## src/rtl/exu_fp_sched.sv

```systemverilog
// Scheduler that hands one IEEE-754 single-precision operation at a time to the
// add/mul/div units over a strobe/ack handshake. It has a watchdog and a flush path.
module exu_fp_sched #(
    parameter int TIMEOUT_W = 8
) (
    input  logic        clk,
    input  logic        rst,
    input  logic        req_valid,
    input  logic [1:0]  req_op,
    input  logic [31:0] req_a,
    input  logic [31:0] req_b,
    input  logic        flush,
    output logic        req_ready,
    output logic [31:0] unit_a,
    output logic [31:0] unit_b,
    output logic [2:0]  unit_a_stb,
    output logic [2:0]  unit_b_stb,
    output logic [2:0]  unit_z_ack,
    input  logic [2:0]  unit_a_ack,
    input  logic [2:0]  unit_b_ack,
    input  logic [2:0]  unit_z_stb,
    input  logic [31:0] z_add,
    input  logic [31:0] z_mul,
    input  logic [31:0] z_div,
    output logic        res_valid,
    output logic [31:0] res_data,
    output logic        res_err,
    output logic        fp_stall
);

    typedef enum logic [2:0] {
        IDLE,
        SEND_A,
        SEND_B,
        WAIT_Z,
        DONE
    } state_t;

    localparam logic [TIMEOUT_W-1:0] TMAX  = '1;
    localparam logic [TIMEOUT_W-1:0] TLAST = TMAX - 1'b1;

    state_t                 state_q, state_d;
    logic [2:0]             sel_q, sel_d;
    logic [31:0]            a_q, a_d;
    logic [31:0]            b_q, b_d;
    logic                   kill_q, kill_d;
    logic [TIMEOUT_W-1:0]   cnt_q, cnt_d;
    logic [31:0]            res_data_q, res_data_d;
    logic                   res_err_q, res_err_d;

    logic                   a_ack;
    logic                   b_ack;
    logic                   z_stb;
    logic                   timeout;
    logic                   busy;
    logic [31:0]            z_sel;

    always_comb begin
        a_ack   = |(unit_a_ack & sel_q);
        b_ack   = |(unit_b_ack & sel_q);
        z_stb   = |(unit_z_stb & sel_q);
        busy    = (state_q == SEND_A) || (state_q == SEND_B) || (state_q == WAIT_Z);
        // The cycle in which the count reaches TLAST is the TMAX-th busy cycle.
        timeout = (cnt_q >= TLAST);
        case (sel_q)
            3'b001:  z_sel = z_add;
            3'b010:  z_sel = z_mul;
            3'b100:  z_sel = z_div;
            default: z_sel = '0;
        endcase
    end

    always_comb begin
        state_d    = state_q;
        sel_d      = sel_q;
        a_d        = a_q;
        b_d        = b_q;
        kill_d     = kill_q;
        cnt_d      = cnt_q;
        res_data_d = res_data_q;
        res_err_d  = res_err_q;

        if (busy && (cnt_q != TMAX)) begin
            cnt_d = cnt_q + 1'b1;
        end

        case (state_q)
            IDLE: begin
                if (req_valid && !flush) begin
                    a_d    = req_a;
                    b_d    = req_b;
                    kill_d = 1'b0;
                    cnt_d  = '0;
                    case (req_op)
                        2'b00:   sel_d = 3'b001;
                        2'b01:   sel_d = 3'b010;
                        2'b10:   sel_d = 3'b100;
                        default: sel_d = 3'b000;
                    endcase
                    if (req_op == 2'b11) begin
                        state_d    = DONE;
                        res_err_d  = 1'b1;
                        res_data_d = '0;
                    end else begin
                        state_d = SEND_A;
                    end
                end
            end

            SEND_A: begin
                if (a_ack) begin
                    state_d = SEND_B;
                    kill_d  = kill_q | flush;
                end else if (flush) begin
                    state_d = IDLE;
                end else if (timeout) begin
                    state_d = DONE;
                    if (!kill_q) begin
                        res_err_d  = 1'b1;
                        res_data_d = '0;
                    end
                end
            end

            SEND_B: begin
                kill_d = kill_q | flush;
                if (b_ack) begin
                    state_d = WAIT_Z;
                end else if (timeout) begin
                    state_d = DONE;
                    if (!kill_d) begin
                        res_err_d  = 1'b1;
                        res_data_d = '0;
                    end
                end
            end

            WAIT_Z: begin
                kill_d = kill_q | flush;
                if (z_stb) begin
                    state_d = DONE;
                    if (!kill_d) begin
                        res_err_d  = 1'b0;
                        res_data_d = z_sel;
                    end
                end else if (timeout) begin
                    state_d = DONE;
                    if (!kill_d) begin
                        res_err_d  = 1'b1;
                        res_data_d = '0;
                    end
                end
            end

            DONE: begin
                state_d = IDLE;
                kill_d  = 1'b0;
            end

            default: begin
                state_d = IDLE;
            end
        endcase
    end

    always_ff @(posedge clk) begin
        if (rst) begin
            state_q    <= IDLE;
            sel_q      <= '0;
            a_q        <= '0;
            b_q        <= '0;
            kill_q     <= 1'b0;
            cnt_q      <= '0;
            res_data_q <= '0;
            res_err_q  <= 1'b0;
        end else begin
            state_q    <= state_d;
            sel_q      <= sel_d;
            a_q        <= a_d;
            b_q        <= b_d;
            kill_q     <= kill_d;
            cnt_q      <= cnt_d;
            res_data_q <= res_data_d;
            res_err_q  <= res_err_d;
        end
    end

    assign req_ready  = (state_q == IDLE) && !flush;
    assign unit_a     = a_q;
    assign unit_b     = b_q;
    assign unit_a_stb = (state_q == SEND_A) ? sel_q : 3'b000;
    assign unit_b_stb = (state_q == SEND_B) ? sel_q : 3'b000;
    assign unit_z_ack = (state_q == WAIT_Z) ? sel_q : 3'b000;
    assign res_valid  = (state_q == DONE) && !kill_q && !flush;
    assign res_data   = res_data_q;
    assign res_err    = res_err_q;
    assign fp_stall   = (state_q != IDLE);

endmodule

```

## config.mk

```make
export PLATFORM = sky130hd
export DESIGN_NAME = exu_fp_sched
export DESIGN_NICKNAME = d
export VERILOG_FILES = /design/src/rtl/exu_fp_sched.sv
export SDC_FILE = /design/constraint.sdc
export NUM_CORES = 1
export LEC_CHECK = 0
export BUFFER_PORTS_ARGS = -buffer_cell sky130_fd_sc_hd__buf_2
export CORE_MARGIN = 2
export CORE_UTILIZATION = 40
export DETAILED_ROUTE_END_ITERATION = 8
export PLACE_DENSITY = 0.82
export SETUP_SLACK_MARGIN = 0.1
export SYNTH_ARGS = -nofsm -noshare
export SYNTH_HDL_FRONTEND = slang
export SYNTH_SLANG_ARGS = --single-unit
```

## constraint.sdc

```tcl
create_clock -name clk -period 2.11 [get_ports clk]
set_input_delay 0.211 -clock clk [delete_from_list [all_inputs] [get_ports clk]]
set_output_delay 0.211 -clock clk [all_outputs]
set_load 0.02 [all_outputs]
```

==> run_results.csv <==
group,metric,value,unit
clocking,clk_latency,0.36,ns
cells_and_area,nets,1131,
floorplan,die_y,117,µm
place,placed_cell_area,6950,µm²
synth,async_reset_ff_share,0,%
run,drv_cap,0,
synth,synth_commonest_cells,"nand2_1, dfxtp_1, a21oi_1",
routing,wire_per_inst,14.6,µm
synth,synth_seq_cells,112,
grt,antenna_found_initial,3,
routing,drc,0,
routing,vias_per_cell,5.08,
floorplan,core,12600,µm²
sta,maxSlewViolCount,0,
floorplan,rows,41,
sta,setup_violations,33,
pwr,power_leakage,0.00336,µW
grt,grt_pass1_vias,5397,
critical_path,crit_path_start_kind,"flip-flop",
synth,yosys_warnings,0,
critical_path,path_cells,"a222oi_1, buf_4, or4b_4, a221o_1, nor3_4, buf_12, buf_12, o21ai_2",
sta,fmax,0.432,GHz
cells_and_area,layout-drive-gt1-share,40.0,%
critical_path,crit_family,"compound AO/OA/AOI/OAI gates",
critical_path,cp-end-kind,"flip-flop",
synth,syn-cell-area,5140,µm²
synth,synth_top_area_share,43.7,%
sta,final.setup_skew,0.0140,ns
synth,synth_edf_count,0,
critical_path,cpPeakStageDelay,0.46,ns
clocking,cts_max_path_buffers,2,
routing,wl,16600,µm
synth,ys.flop_type,"dfxtp_1",
grt,grt_pass1_wl,26700,µm
synth,syn-num-nets,846,
sta,max_slew_margin,69.2,%
synth,yosysTopAreaCell,"dfxtp_1",
routing,drt_iter0_drc,448,
clocking,cts_root_buffer,"clkbuf_16",
routing,via_count,5761,
place,globalplace.congestion,0.863,
critical_path,cp_max_fo,13,
synth,synthCells,669,
pwr,ir_drop,0.549,mV
grt,gr-usage-all-layers,23.7,%
critical_path,path_buf_inv,3,
synth,synth_area_per_cell,7.68,µm²
critical_path,worst_ep_arrival_time,2.57,ns
clocking,cts_buffers,9,
worst_hold_path,hold_path_class,"in -> reg",
run_status,status,"finished with violations",
cells_and_area,final_area,7320,µm²
pwr,power_density,663,nW/µm²
place,dp_hpwl,12400,µm
floorplan,die_x,117,µm
grt,globalRouteOverflowTotal,0,
routing,postRouteAntennaNets,0,
critical_path,crit_required,2.36,ns
cells_and_area,area_growth,42.6,%
sta,period_share,110,%
sta,rsz0062_at_grt,"true",
critical_path,critPathKind,"reg -> reg",
critical_path,critPathSlowestCell,"or4b_4",
grt,grt_max_degree,87,
synth,synth_most_common_cell,"nand2_1",
run_status,violations,"negative setup slack",
pwr,p_total,4860,µW
clocking,path_clk_slew,0.09,ns
clocking,cts_sinks,112,
floorplan,pin_count,284,
synth,yosys-top-cells-area,"dfxtp_1, nand2_1, a21oi_1, o21ai_2, a22oi_1",
sta,worst_pin_slew,0.460,ns
clocking,cts_tree,"yes",
routing,firstDrtPassIters,4,
critical_path,cpMostUsedCell,"buf_12",
floorplan,initial_core_util,40.9,%
clocking,htree_levels,3,
sta,hold_viol_final,0,
place,portBuffers,283,
synth,yosysUniqueCellTypes,45,
synth,synth-seq-area-share,43.7,%
sta,setup_ws,-0.207,ns
sta,period_minus_slack,2.32,ns
floorplan,die-area,13800,µm²
==> sequential cells by signal, indices dropped and copies added, names as in the netlist <==
signal / flops
res_data: 32
state_q: 3
unit_b: 32
cnt_q: 8
unit_a: 32
sel_q: 3
res_err: 1
kill_q: 1
==> metrics by stage <==
stage	setup WS, ns	instances	setup TNS, ns	util, %	hold WS [ns]
after floorplan	0.0198	669	0	-	0.347
after global placement	-0.260	1110	-7.57	55.3	0.438
after detailed placement	-0.315	1110	-9.30	55.3	0.443
after CTS	-0.225	1129	-6.27	58.0	0.0630
after global routing	-0.325	1134	-9.76	58.3	0.0691
final	-0.207	1134	-5.89	58.3	0.0754
==> worst paths after layout <==
path / depth (start not counted) / start / end / slack [ns]
worst max register to register: 8 / sel_q[1] / res_data[4] / -0.21
worst min register to register: 2 / unit_b[20] / unit_b[20] / 0.45
worst min-delay path: 3 / req_a[10] / unit_a[10] / 0.08
worst max-delay path: 8 / sel_q[1] / res_data[4] / -0.21
==> worst min-delay path, stage by stage <==
cell     delay [ns]
buf_2          0.09
nand2_1        0.04
a21oi_1        0.05
==> report_power, final <==
group / internal [µW] / switching, µW / leakage [µW] / total, µW
Sequential: 2190 / 35.1 / 0.000910 / 2230
Clock: 859 / 896 / 0.000152 / 1760
Combinational: 380 / 495 / 0.00230 / 875
==> logic make-up after synthesis <==
family                     Yosys count  synth area share, %
and+or+nand+nor                    300                 26.4
AOI/OAI and AO/OA                  190                 23.4
DFF                                112                 43.7
xor gates and xnor gates             5                0.853
buffers and inverters               58                 4.77
adders and majority gates            2                0.487
muxes                                2                0.390
==> cell type report <==
cell class | count | area (µm²)
Fill cell | 1120 | 5250
Multi-Input combinational cell | 499 | 2680
Sequential cell | 112 | 2240
Timing Repair Buffer | 327 | 1840
Clock buffer | 9 | 225
Tap cell | 172 | 215
Clock inverter | 7 | 91.3
Inverter | 5 | 18.8
Antenna cell | 3 | 7.51
==> cells in the final DEF (no fill, tap or decap), types with 3 or more instances in the layout <==
cell type / count
xor2_1: 4
nand2b_1: 37
dfxtp_1: 111
buf_12: 7
a222oi_1: 3
buf_4: 38
nor3_1: 4
clkbuf_16: 9
nor2_1: 16
and3_1: 6
o21ai_2: 30
inv_1: 5
nand4_1: 3
buf_2: 282
o21ai_0: 38
nor3b_1: 4
a21oi_1: 73
a211oi_1: 3
nand2_1: 202
and2_1: 4
clkinv_8: 3
a22oi_1: 32
diode_2: 3
==> routing by layer <==
metal	GRT usage (%)	up-vias	routed length (µm)
li1	-	2844	-
met1	28.3	2609	6720
met2	40.2	283	7900
met3	6.52	25	1560
met4	9.41	0	391
met5	0	-	0
==> repair_timing <==
item                                    in CTS  in global routing
resized for setup                            1                  1
setup buffers                                3                  2
hold endpoints to repair                     0                  0
pin swaps                                    3                  2
endpoints found under the setup margin      33                 34
hold buffers                                 0                  0
Note: power is estimated with default switching activity, not from simulation.
